===== config.mk =====
export PLATFORM = sky130hd
export DESIGN_NAME = uc_multiciclo
export DESIGN_NICKNAME = d
export VERILOG_FILES = /design/src/rtl/uc_pkg.sv /design/src/rtl/uc_decode.sv /design/src/rtl/uc_multiciclo.sv
export SDC_FILE = /design/constraint.sdc
export NUM_CORES = 1
export LEC_CHECK = 0
export ABC_AREA = 1
export CAP_MARGIN = 20
export CORE_MARGIN = 10
export CORE_UTILIZATION = 29
export CTS_BUF_LIST = sky130_fd_sc_hd__clkbuf_16
export DETAILED_ROUTE_END_ITERATION = 10
export SLEW_MARGIN = 0
export SYNTH_ARGS = -nofsm -noshare
export SYNTH_HDL_FRONTEND = slang
export SYNTH_SLANG_ARGS = --single-unit

===== constraint.sdc =====
create_clock -name clk -period 2.2 [get_ports clk]
set_input_delay 0.44 -clock clk [delete_from_list [all_inputs] [get_ports clk]]
set_output_delay 0.44 -clock clk [all_outputs]
set_load 0.005 [all_outputs]

===== src/rtl/uc_pkg.sv =====
// Shared types and opcode constants for the multicycle control unit.
package uc_pkg;

   localparam int unsigned OPC_W    = 6;
   localparam int unsigned ALU_OP_W = 3;

   typedef enum logic [1:0] {
      FETCH = 2'd0,
      EXEC  = 2'd1,
      HALT  = 2'd2
   } state_t;

   localparam logic [OPC_W-1:0] OP_NOP = 6'b000000;
   localparam logic [OPC_W-1:0] OP_J   = 6'b010000;
   localparam logic [OPC_W-1:0] OP_JZ  = 6'b010001;
   localparam logic [OPC_W-1:0] OP_JNZ = 6'b010010;

   // Prefix classes: ALU is 1xxxxx, li is 0001xx
   localparam logic [OPC_W-1:0] ALU_MASK  = 6'b100000;
   localparam logic [OPC_W-1:0] ALU_MATCH = 6'b100000;
   localparam logic [OPC_W-1:0] LI_MASK   = 6'b111100;
   localparam logic [OPC_W-1:0] LI_MATCH  = 6'b000100;

   typedef struct packed {
      logic                s_inc;
      logic                s_inm;
      logic                we3;
      logic                wez;
      logic [ALU_OP_W-1:0] op;
      logic                pc_en;
   } ctrl_t;

   localparam ctrl_t CTRL_IDLE = '0;

   function automatic logic is_alu(input logic [OPC_W-1:0] opc);
      return (opc & ALU_MASK) == ALU_MATCH;
   endfunction

   function automatic logic is_li(input logic [OPC_W-1:0] opc);
      return (opc & LI_MASK) == LI_MATCH;
   endfunction

   function automatic logic is_legal(input logic [OPC_W-1:0] opc);
      return is_alu(opc) || is_li(opc) || (opc == OP_NOP) ||
             (opc == OP_J) || (opc == OP_JZ) || (opc == OP_JNZ);
   endfunction

endpackage


===== src/rtl/uc_decode.sv =====
// Combinational EXEC-phase decode of opcode and sampled zero flag into datapath controls.
import uc_pkg::*;

module uc_decode (
   input  logic [OPC_W-1:0] ir,
   input  logic             z_q,
   input  logic             legal,
   output ctrl_t            ctrl_c
);

   always_comb begin
      ctrl_c       = CTRL_IDLE;
      ctrl_c.pc_en = 1'b1;
      ctrl_c.s_inc = 1'b1;
      // Illegal opcodes fall through as a nop
      if (legal) begin
         if (is_alu(ir)) begin
            ctrl_c.we3 = 1'b1;
            ctrl_c.wez = 1'b1;
            ctrl_c.op  = ir[ALU_OP_W-1:0];
         end else if (is_li(ir)) begin
            ctrl_c.s_inm = 1'b1;
            ctrl_c.we3   = 1'b1;
         end else begin
            unique case (ir)
               OP_J:    ctrl_c.s_inc = 1'b0;
               OP_JZ:   ctrl_c.s_inc = ~z_q;
               OP_JNZ:  ctrl_c.s_inc = z_q;
               default: ctrl_c.s_inc = 1'b1;
            endcase
         end
      end
   end

endmodule


===== src/rtl/uc_multiciclo.sv =====
// Two-cycle (FETCH/EXEC) control unit for microc with PC enable, halt state and retire counter.
// Optional: define UC_ILLEGAL_HALT_EN to halt on illegal opcodes instead of treating them as nop.
import uc_pkg::*;

module uc_multiciclo #(
   parameter int unsigned CNT_W = 16
) (
   input  logic             clk,
   input  logic             reset,
   input  logic [OPC_W-1:0] Opcode,
   input  logic             z,
   output logic             s_inc,
   output logic             s_inm,
   output logic             we3,
   output logic             wez,
   output logic [2:0]       Op,
   output logic             pc_en,
   output logic             halted,
   output logic [CNT_W-1:0] instr_cnt
);

   state_t            state, state_nx;
   logic [OPC_W-1:0]  ir, ir_nx;
   logic              z_q, z_nx;
   logic              legal_c;
   ctrl_t             ctrl, ctrl_nx, dec_ctrl_c;
   logic [CNT_W-1:0]  cnt, cnt_nx;

   // Instruction and flag are captured only in FETCH; decode looks at the next-cycle values
   // so the control outputs can be registered and valid throughout EXEC.
   assign ir_nx   = (state == FETCH) ? Opcode : ir;
   assign z_nx    = (state == FETCH) ? z      : z_q;
   assign legal_c = is_legal(ir_nx);

   uc_decode u_decode (
      .ir     (ir_nx),
      .z_q    (z_nx),
      .legal  (legal_c),
      .ctrl_c (dec_ctrl_c)
   );

`ifdef UC_ILLEGAL_HALT_EN
   logic halted_q, halted_nx;
`endif

   // Next-state, next-output and counter logic
   always_comb begin
      state_nx = state;
      ctrl_nx  = CTRL_IDLE;
      cnt_nx   = cnt;
`ifdef UC_ILLEGAL_HALT_EN
      halted_nx = 1'b0;
`endif
      unique case (state)
         FETCH: begin
`ifdef UC_ILLEGAL_HALT_EN
            if (!legal_c) begin
               state_nx  = HALT;
               halted_nx = 1'b1;
            end else begin
               state_nx = EXEC;
               ctrl_nx  = dec_ctrl_c;
            end
`else
            state_nx = EXEC;
            ctrl_nx  = dec_ctrl_c;
`endif
         end
         EXEC: begin
            state_nx = FETCH;
            cnt_nx   = (&cnt) ? cnt : cnt + CNT_W'(1);
         end
         HALT: begin
            state_nx = HALT;
`ifdef UC_ILLEGAL_HALT_EN
            halted_nx = 1'b1;
`endif
         end
         default: state_nx = FETCH;
      endcase
   end

   always_ff @(posedge clk or posedge reset) begin
      if (reset) begin
         state <= FETCH;
         ir    <= '0;
         z_q   <= 1'b0;
         ctrl  <= CTRL_IDLE;
         cnt   <= '0;
      end else begin
         state <= state_nx;
         ir    <= ir_nx;
         z_q   <= z_nx;
         ctrl  <= ctrl_nx;
         cnt   <= cnt_nx;
      end
   end

`ifdef UC_ILLEGAL_HALT_EN
   always_ff @(posedge clk or posedge reset) begin
      if (reset) halted_q <= 1'b0;
      else       halted_q <= halted_nx;
   end
   assign halted = halted_q;
`else
   assign halted = 1'b0;
`endif

   assign s_inc     = ctrl.s_inc;
   assign s_inm     = ctrl.s_inm;
   assign we3       = ctrl.we3;
   assign wez       = ctrl.wez;
   assign Op        = ctrl.op;
   assign pc_en     = ctrl.pc_en;
   assign instr_cnt = cnt;

endmodule


# Word level (Yosys, flattened, before mapping)
# Index checks and enable logic that the tools add are counted.
[word_totals]
output_inout_bits = 25
register_bits = 33
elab_cells = 39
in_bits = 9
[op_classes]
add_sub_neg = 1
n_reduce_logical = 9
mux = 11
n_eq_ne = 6
bitwise_logic = 2
[op_table]
columns = ["operator", "n"]
rows = [
  ["$eq A6 B5 Y1 const B", 3],
  ["$add A16 B1 Y16 const B", 1],
  ["$reduce_and A16 Y1", 1],
  ["$mux W8", 1],
  ["$mux W7", 1],
  ["$logic_not A6 Y1", 1],
  ["$mux W6", 1],
  ["$logic_or A1 B1 Y1", 5],
  ["$eq A4 B1 Y1 const B", 1],
  ["$mux W2", 2],
  ["$mux W4", 1],
  ["$pmux W2 S2", 1],
  ["$mux W1", 3],
  ["$pmux W1 S3", 1],
  ["$eq A2 B1 Y1 const B", 1],
  ["$eq A2 B2 Y1 const B", 1],
  ["$logic_not A2 Y1", 1],
  ["$not A1 Y1", 2],
  ["$reduce_and A2 Y1", 1],
]

# Logic depth before layout (Yosys ltp)
# Gate-level depths: netlist (run 1).
[depth]
word_depth = 10
ltp_mapped = 11
depth_no_buf = 10

# Modules after synthesis
# Synthesis (run 1) repeated with hierarchy kept, for this count alone.
[unflattened]
cells_unflattened = 245
hier_area_um2 = 1770.4
[modules_own_cells]
columns = ["module", "area_each_um2", "cells_per_inst", "seq_area_each_um2", "instances"]
rows = [
  ["uc_multiciclo", 1672.9, 222, 825.8, 1],
  ["uc_decode", 97.6, 23, 0.0, 1],
]

# Least setup slack after synthesis (run 1)
# Ideal clock, no wire load.
[synth_path]
path_type = "register -> register"
from = "register cnt[0], in the netlist instr_cnt[0]"
to = "register cnt[10], in the netlist instr_cnt[10]"
n_path_buf = 1
required_time_ns = 2.083
setup_time_ns = 0.117
t_arrival_ns = 1.366
slack_ns = 0.717
stages_incl_launch_ff = 10
period_less_slack_ns = 1.483
cell_sequence = "dfrtp_1 > ha_1 > nand3_1 > nor2_4 > nand3_2 > nand2_2 > inv_2 > buf_6 > nand3b_1 > nand2_1"
[synth_between]
elab_chain_len = 3
word_cells_on_any_way = 4
classes_between = "1 x add/sub; 1 x bitwise; 2 x reduce/logical"
[synth_rtl]
columns = ["element", "line", "rtl"]
rows = [
  ["start: declaration", "uc_multiciclo.sv:27", "logic [CNT_W-1:0] cnt, cnt_nx;"],
  ["start signal: assignment", "uc_multiciclo.sv:95", "cnt <= cnt_nx;"],
  ["branches (longest 3 deep; another with $add A16 B1 Y16)", "-", ""],
]
# Parallel ways; which one is timed is not known.
# A chain may end at the register's enable or synchronous reset.

# Final worst setup path (run 1)
[layout_path]
from = "register cnt[0], in the netlist instr_cnt[0]"
to = "register cnt[11], in the netlist instr_cnt[11]"
# Same word-level chain as after synthesis.

==> results.md, run 1 <==
* CTS Buf Count at 5
* CTS-repair resized insts at 0
* CP max FO at 20
* TritonCTS clock tree: yes
* Final nets at 245
* Area contributors post-synth: dfrtp_1 49%, nand2_1 13%, inv_1 6.0%
* Number of warnings issued by yosys at 0
* Fill cells at roughly 570
* Clk sinks at 32
* Final hold viol count at 0
* Register area share after synthesis at 0.492
* Routed Antenna Nets at 0
* Hold path startpoint: ir[1]
* Final worst path period share at 0.841
* RR Endpoint: instr_cnt[11]
* H-tree levels at 2
* R2R cell count at 8
* Wire length of the first global-routing pass at roughly 6.2 mm
* Clock buffer depth at 2
* Area leader, netlist: dfrtp_1
* RSZ-0062 raised after global routing: no
* Syn Std Cell Area at 0.00163 mm2
* Global route hottest layer: met2
* Worst Hold Class: reg -> reg
* GPL Wtd Cong at 0.882
* DRC at 0
* Leak Pwr at between 0.0009 and 0.001 uW
* Initial antenna violation count at 0
* Final Critical Period at between 1500 and 2000 ps
* Share of the synthesized area in the top cell type at 0.492
* Met2 usage at 0.141
* Synth cell count leaders: 58 x nand2_1, 32 x dfrtp_1, 26 x inv_1
* Sequential cell area at between 800 and 900 um2
* Largest net degree at the start of global routing at 33
* Placed inst area at 0.00200 mm2
* Power Density at between 600 and 700 mW/mm2
* FFs w/ async S/R, synth at 1.00
* Mapped Cells at 200
* Hold endpoint: ir[1]
* Postcts setup bufs at 0
* Worst-skew pair later-pin latency at about 280 ps
* Max IR drop VDD at roughly 0.48 mV
* Number of global-route vias before repair at 1349
* Final Max Tran Viols at 0
* Synth cell types at 23
* Worst reg2reg setup slack at 350 ps
* Flops & latches, synth at 32
* Layout cell share with drive strength beyond 1 at 0.102
* Final setup fails at 0
* Area of the multi-input gates at 666 um2
* CP required at 2360 ps
* Number of diodes at 0
* Initial Utilization at 0.297
* Final Routed Wirelength at approximately 3.6 mm
* Crit Path Class: reg -> reg
* Total number of vias at about 1300
* Max-cap violations at 0
* Syn avg cell area at roughly 8.1 um2
* Clock Pin Slew Worst Setup and Hold Paths at 50 ps
* R2r startpoint: instr_cnt[0]
* Mapped Nets at 210
* Crit path launch type: register
* Via density at about 4.3
* Aggregate negative setup slack at 0 ps
* Hold Path Depth at 2
* Core area at about 0.0055 mm2
* Global-route usage over all layers at 0.0885
* Hold WS at 505 ps
* Critical Path End Type: register
* Status: finished, final reports clean
* Achievable Freq at 540 MHz
* Hold Buf Count CTS at 0
* IO Pins at 34
* Die width at 94.9 um
* I/O Buffers at 32
* DR WL/cell at 11.8 um
* HPWL Detailed at about 2.7 mm
* Synthesis-to-finish area growth at 30.8%
* Layout Skew at 4.06 ps
* CTS root buf: clkbuf_16
* 1st-iter DRT viols at 56
* Iteration count of the initial detailed-routing pass at 5
* Final Cell Area at between 0.002 and 0.0025 mm2
* Top-count cell post-synth: nand2_1
* Row cnt at 27
* Die H at 94.9 um
* Met3 Usage GRT at 0.0436
* Top_reg_cell synth: dfrtp_1
* EDFF count, synth at 0
* WP data arrival at 2010 ps
* Die area at about 0.0090 mm2
* M1 GR Usage at 0.0957
* Gr ovfl total at 0
==> worst max path at each step <==
stage | start | to | slack (ps) | depth (start not counted)
final | instr_cnt[0] | instr_cnt[11] | 350 | 8
after global routing | instr_cnt[0] | instr_cnt[13] | 160 | 8
after CTS | instr_cnt[0] | instr_cnt[11] | 330 | 8
after detailed placement | instr_cnt[0] | instr_cnt[11] | 340 | 8
after global placement | instr_cnt[0] | instr_cnt[13] | 370 | 8
after floorplan | instr_cnt[0] | instr_cnt[10] | 720 | 9
==> cell usage in the layout (no fill, tap or decap) <==
| cell type | count |
|---|---|
| buf_4 | 1 |
| clkbuf_16 | 5 |
| clkdlybuf4s50_1 | 32 |
| clkinv_1 | 2 |
| conb_1 | 1 |
| dfrtp_1 | 32 |
| ha_1 | 1 |
| inv_1 | 26 |
| inv_2 | 4 |
| nand2_1 | 58 |
| nand2_2 | 8 |
| nand3_1 | 7 |
| nand3_2 | 1 |
| nand3b_1 | 2 |
| nand4_1 | 3 |
| nor2_1 | 17 |
| nor2_2 | 2 |
| nor2_4 | 3 |
| nor3_1 | 6 |
| nor3b_1 | 1 |
| o211ai_1 | 1 |
| o21ai_0 | 7 |
| o21ai_1 | 5 |
| xnor2_1 | 4 |
| xor2_1 | 6 |
==> through the flow <==
step	utilization	power (uW)	instances	setup WS, ps
6_report	0.389	1310	307	350
4_1_cts	0.389	1330	307	326
3_5_place_dp	0.365	679	300	336
3_3_place_gp	0.365	678	300	373
2_1_floorplan	-	644	200	717
5_1_grt	0.389	1360	307	159
==> area by class of cell <==
class,instances,area share
multi-input cells,133,0.313
clock inverters,2,0.00353
clock buffers,5,0.0588
inverters,30,0.0529
flip-flops and latches,32,0.376
repair buffers,33,0.154
well taps,72,0.0423
==> kinds of logic after synthesis <==
logic type | share of synthesized area
compound gates | 0.0415
other cells | 0.00230
fa+ha+maj | 0.00769
flops | 0.492
simple gates | 0.304
xor+xnor | 0.0538
buf+inv | 0.0991
==> sequential cells by signal (all words and copies together) (netlist names) <==
| register | cells |
|---|---|
| wez | 1 |
| state | 1 |
| s_inm | 1 |
| pc_en | 1 |
| Op | 3 |
| we3 | 1 |
| instr_cnt | 16 |
| ir | 6 |
| s_inc | 1 |
| z_q | 1 |
==> power breakdown <==
| part | internal (uW) | total, uW | leakage (uW) | switching [uW] |
|---|---|---|---|---|
| clock | 404 | 647 | 0.0000648 | 243 |
| combinational | 30.0 | 63.1 | 0.000512 | 33.2 |
| sequential | 601 | 604 | 0.000403 | 3.16 |
| total | 1030 | 1310 | 0.000980 | 280 |
==> layer usage <==
layer | vias up | wire (um)
li1 | 676 | -
met1 | 595 | 1530
met2 | 31 | 1690
met3 | 6 | 350
met4 | 0 | 61
met5 | - | 0
==> critical path: stages, from the launching register on <==
cell and delay (ps):
dfrtp_1 400, ha_1 230, nand3_1 230, nor2_4 190, nand3_2 80, nand2_2 210, inv_2 200, nand2_1 110
o21ai_1 60
(Power assumes the default switching activity.)
==> inputs of run 2 (changes only) <==
Clock period 2.2 ns to 1.8 ns, I/O delays scaled along.
==> run 2 against run 1 <==
Against the previous run:
- clock skew is 0.59 ps lower
- die area stayed put
- non-clock buffer count is 2 higher
- sequential power is 22% higher
- critical endpoint is now pc_en
- first-iteration DRC count is 7.1% higher
- setup slack worse by 180 ps
- sequential share of layout area is 0.44 points lower
- routed wire length is 0.63% lower
- critical path type is now reg -> out
- via count stayed put
==> results.md, run 2 (synthesis gave the netlist of run 1 again) <==
* CP delay by family, top: buffers and inverters
* Die width at 94.9 um (unchanged)
* Worst Hold Class: in -> async
* Critical Path End Type: output pin
* IO Pins at 34 (unchanged)
* Final worst path period share at 0.906
* HPWL Detailed at 2.70 mm (+0.21%)
* R2r startpoint: instr_cnt[0]
* Max-cap violations at 0 (unchanged)
* Clk sinks at 32 (unchanged)
* Routed Antenna Nets at 0 (unchanged)
* Aggregate negative setup slack at 0 ps (unchanged)
* Initial Utilization at 0.297 (unchanged)
* Layout cell share with drive strength beyond 1 at 0.113 (+0.0113)
* Max IR drop VDD at 0.384 mV (-19%)
* CTS root buf: clkbuf_16
* Number of diodes at 0 (unchanged)
* GPL Wtd Cong at 0.919 (+4.2%)
* Worst-skew pair later-pin latency at 270 ps (about the same)
* Leak Pwr at 0.000995 uW (+1.5%)
* CP max FO at 5 (-75%)
* CTS-repair resized insts at 0 (unchanged)
* 1st-iter DRT viols at 60 (+7.1%)
* Most common cell after layout, fill and taps aside: nand2_1
* Crit path launch type: register
* Commonest non-fill, non-tap cells in the layout: 58 x nand2_1, 32 x dfrtp_1, 32 x clkdlybuf4s50_1
* H-tree levels at 2 (unchanged)
* Die area at 0.00901 mm2 (unchanged)
* DRC at 0 (unchanged)
* Synthesis-to-finish area growth at 32.4%
* Iteration count of the initial detailed-routing pass at 4 (-1)
* Row cnt at 27 (unchanged)
* CP peak stage delay at 550 ps (+150 ps)
* Number of global-route vias before repair at 1332 (-1.3%)
* Crit Path Class: reg -> out
* Final Max Tran Viols at 0 (unchanged)
* Gr ovfl total at 0 (unchanged)
* Largest net degree at the start of global routing at 33 (unchanged)
* Via density at 4.22 (-0.97%)
* Global-route usage over all layers at 0.0863 (-0.00225)
* Die H at 94.9 um (unchanged)
* Wire length of the first global-routing pass at 6.04 mm (-3.3%)
* Crit path launch: pc_en
* Final nets at 247 (+0.82%)
* Max reg flops at 16 (unchanged)
* Final hold viol count at 0 (unchanged)
* CP required at 1440 ps (-920 ps)
* Final Critical Period at between 1500 and 2000 ps
* Final Routed Wirelength at 3.61 mm (-0.63%)
* Power Density at 751 mW/mm2 (+22%)
* Achievable Freq at a little over 600 MHz
* I/O Buffers at 32 (unchanged)
* Slowest library cell on the worst path: clkdlybuf4s50_1
* Worst path cell trace: clkdlybuf4s50_1
* CP Buf/Inv Count at 1 (unchanged)
* Hold Buf Count CTS at 0 (unchanged)
* RSZ-0062 raised after global routing: no
* CTS Buf Count at 5 (unchanged)
* WP data arrival at 1270 ps (-740 ps)
* Pwr Total at 1620 uW (+23%)
* Status: finished, final reports clean
* Total number of vias at 1308 (unchanged)
* TritonCTS clock tree: yes
* Clock Pin Slew Worst Setup and Hold Paths at 50 ps (about the same)
* Clock buffer depth at 2 (unchanged)
* Core area at 0.00547 mm2 (unchanged)
* DR WL/cell at 11.6 um (-1.6%)
* Initial antenna violation count at 0 (unchanged)
* Postcts setup bufs at 0 (unchanged)
* Final setup fails at 0 (unchanged)
* Layout Skew at 3.46 ps (-0.592 ps)
==> run 2: per-layer routing <==
metal | up-vias | routed length, um | track usage | part of all wire
met5 | - | 0 | 0 | 0
met3 | 6 | 301 | 0.0452 | 0.083
met2 | 28 | 1640 | 0.132 | 0.45
met1 | 585 | 1610 | 0.0972 | 0.45
li1 | 689 | - | - | -
met4 | 0 | 53 | 0.0411 | 0.015
==> run 2: final cells by class <==
class / instances / area (um2)
clock buffers: 5 / 125
clock inverters: 3 / 15.0
fillers: 565 / 3320
inverters: 30 / 115
multi-input cells: 133 / 666
flip-flops and latches: 32 / 801
well taps: 72 / 90.1
repair buffers: 35 / 343
==> run 2: worst paths after layout <==
kind                                     end  slack, ps  cells after the start
worst max-delay path                   pc_en        170                      1
worst min-delay path                   Op[1]        470                      3
worst max register to register  instr_cnt[4]        210                      9
worst min register to register         ir[1]        500                      2
max in group asynchronous       instr_cnt[9]       1030                      3
min in group clk                       ir[1]        500                      2
==> run 2: where the power goes <==
part / internal, uW / switching (uW) / leakage (uW)
logic: 36.6 / 40.1 / 0.000523
clock network: 501 / 301 / 0.0000687
registers: 734 / 3.93 / 0.000403
==> run 2: worst min-delay path, stage by stage <==
cell             delay [ps]
clkdlybuf4s50_1         390
inv_1                    50
buf_4                   360
==> run 2: stage by stage <==
stage                      util  area [um2]  cells  setup slack (ps)  hold slack, ps
after floorplan               -        1630    200               317             463
after global placement    0.368        2010    302               118             486
after detailed placement  0.368        2010    302               109             486
after CTS                 0.393        2150    310               147             496
after global routing      0.394        2150    310              5.25             518
final                     0.394        2150    310               169             469
==> inputs of run 3 (changes only) <==
Settings changed: DONT_BUFFER_PORTS set to 1.
==> run 3 against run 2 <==
Against the previous run:
- setup slack improved by 52 ps
- global-route usage increased by 0.12 points
- sequential power about the same
- core utilization down 5.0 points
- first-iteration DRC count is 57% lower
- flip-flop and latch count is the same
- clock power grew 18%
- non-clock buffer count decreased by 29
- power is 7.4% higher
- largest cell class unchanged
- highest routed layer unchanged
==> results.md, run 3 (synthesis gave the netlist of run 1 again) <==
* Status: finished, final reports clean
* RR Endpoint: s_inc
* Synthesis-to-finish area growth at 15.6%
* Max-cap violations at 0 (unchanged)
* Max reg flops at 16 (unchanged)
* Hold Buf Count CTS at 0 (unchanged)
* Global-route usage over all layers at 0.0875 (+0.00123)
* Max IR drop VDD at 0.436 mV (+13%)
* Routed Antenna Nets at 0 (unchanged)
* Initial antenna violation count at 0 (unchanged)
* Power Density at 923 mW/mm2 (+23%)
* Final hold viol count at 0 (unchanged)
* Iteration count of the initial detailed-routing pass at 4 (unchanged)
* CP Buf/Inv Count at 1 (unchanged)
* H-tree levels at 2 (unchanged)
* Clk sinks at 32 (unchanged)
* Die width at 94.9 um (unchanged)
* Most frequent CP cell: nand2_1
* IO Pins at 34 (unchanged)
* Worst path cell trace: inv_2 > nand2_2 > nand2_1 > nand2_1 > nand2_1 > nor2_4 > o211ai_1 > nor2_1 > nor2_1
* Final Routed Wirelength at 3.60 mm (-0.19%)
* CP required at 1950 ps (+510 ps)
* Total number of vias at 1235 (-5.6%)
* Postcts setup bufs at 0 (unchanged)
* Die area at 0.00901 mm2 (unchanged)
* Worst-skew pair later-pin latency at 270 ps (about the same)
* Fill cells at 583 (+3.2%)
* Final Max Tran Viols at 0 (unchanged)
* Critical Path End Type: register
* RSZ-0062 raised after global routing: no
* Via density at 4.40 (+4.2%)
* Die H at 94.9 um (unchanged)
* Largest net degree at the start of global routing at 33 (unchanged)
* Initial Utilization at 0.297 (unchanged)
* Wire length of the first global-routing pass at 6.18 mm (+2.4%)
* Final setup fails at 0 (unchanged)
* WP data arrival at 1730 ps (+460 ps)
* GPL Wtd Cong at 0.842 (-8.4%)
* Most common cell after layout, fill and taps aside: nand2_1
* Leak Pwr at 0.000902 uW (-9.3%)
* Worst Hold Class: in -> async
* CTS-repair resized insts at 0 (unchanged)
* I/O Buffers at 0 (-100%)
* DRC at 0 (unchanged)
* Layout cell share with drive strength beyond 1 at 0.153 (+0.0397)
* Aggregate negative setup slack at 0 ps (unchanged)
* CP max FO at 12 (+7)
* Commonest non-fill, non-tap cells in the layout: 58 x nand2_1, 32 x dfrtp_1, 26 x inv_1
* Layout Skew at 5.00 ps (+1.53 ps)
* Number of diodes at 0 (unchanged)
* Crit Path Class: reg -> reg
* Crit path launch type: register
* DR WL/cell at 12.8 um (+10%)
* Gr ovfl total at 0 (unchanged)
* Worst setup margin at 222 ps (+52.3 ps)
* Pre-CTS setup slack at 225 ps (+117 ps)
* R2R cell count at 9 (unchanged)
* Final nets at 218 (-12%)
* CTS Buf Count at 5 (unchanged)
* CP delay by family, top: simple AND/OR/NAND/NOR gates
* Achievable Freq at 634 MHz (+3.3%)
* HPWL Detailed at 2.69 mm (-0.63%)
* Clock buffer depth at 2 (unchanged)
* CTS root buf: clkbuf_16
* Slowest library cell on the worst path: dfrtp_1
* Core area at 0.00547 mm2 (unchanged)
* Worst reg2reg setup slack at 220 ps (about the same)
* R2r startpoint: pc_en
* Final Critical Period at 1580 ps (-52.3 ps)
* Row cnt at 27 (unchanged)
* Number of global-route vias before repair at 1295 (-2.8%)
* Final worst path period share at 0.877 (-0.0291)
* TritonCTS clock tree: yes
* CP peak stage delay at 480 ps (-70 ps)
* Clock Pin Slew Worst Setup and Hold Paths at 60 ps (about the same)
* 1st-iter DRT viols at 26 (-57%)
[run 3: changes by cell type in the layout (fill, tap and decap cells not counted), sizes merged]
cell	delta
bufinv	+1
buf	+3
inv	-1
clkdlybuf4s50	-32
[run 3: area by class of cell]
| class | instances | area, um2 | area share |
|---|---|---|---|
| flip-flops and latches | 32 | 801 | 0.426 |
| inverters | 30 | 113 | 0.0598 |
| repair buffers | 6 | 45.0 | 0.0239 |
| well taps | 72 | 90.1 | 0.0479 |
| clock buffers | 5 | 125 | 0.0665 |
| multi-input cells | 133 | 666 | 0.354 |
| clock inverters | 3 | 42.5 | 0.0226 |
[run 3: worst max-delay path by stage]
stage                       from       endpoint  slack (ps)  depth (start not counted)
floorplan           instr_cnt[0]  instr_cnt[10]         320                          9
global placement           pc_en          s_inc         220                          9
detailed placement         pc_en          s_inc         230                          9
CTS                        pc_en          s_inc         190                          9
global route               pc_en          s_inc          40                          9
finish                     pc_en          s_inc         220                          9
[run 3: through the flow]
| stage | utilization | cell area (um2) | hold slack [ps] | power [uW] | std cells |
|---|---|---|---|---|---|
| floorplan | - | 1630 | 463 | 787 | 200 |
| global placement | 0.313 | 1710 | 371 | 798 | 273 |
| detailed placement | 0.313 | 1710 | 376 | 799 | 273 |
| CTS | 0.344 | 1880 | 81.2 | 1760 | 281 |
| global route | 0.344 | 1880 | 101 | 1810 | 281 |
| finish | 0.344 | 1880 | 60.5 | 1740 | 281 |
[run 3: metal layers]
metal  up-vias  track usage  part of all wire  wire length [um]
li1        629            -                 -                 -
met1       567       0.0946              0.43              1540
met2        33        0.144              0.47              1690
met3         6       0.0460             0.094               338
met4         0       0.0299             0.011                40
met5         -            0                 0                 0
[run 3: where the power goes]
part | switching (uW) | internal (uW)
Sequential | 6.53 | 734
Clock | 302 | 649
Combinational | 34.2 | 10.4
Total | 343 | 1390
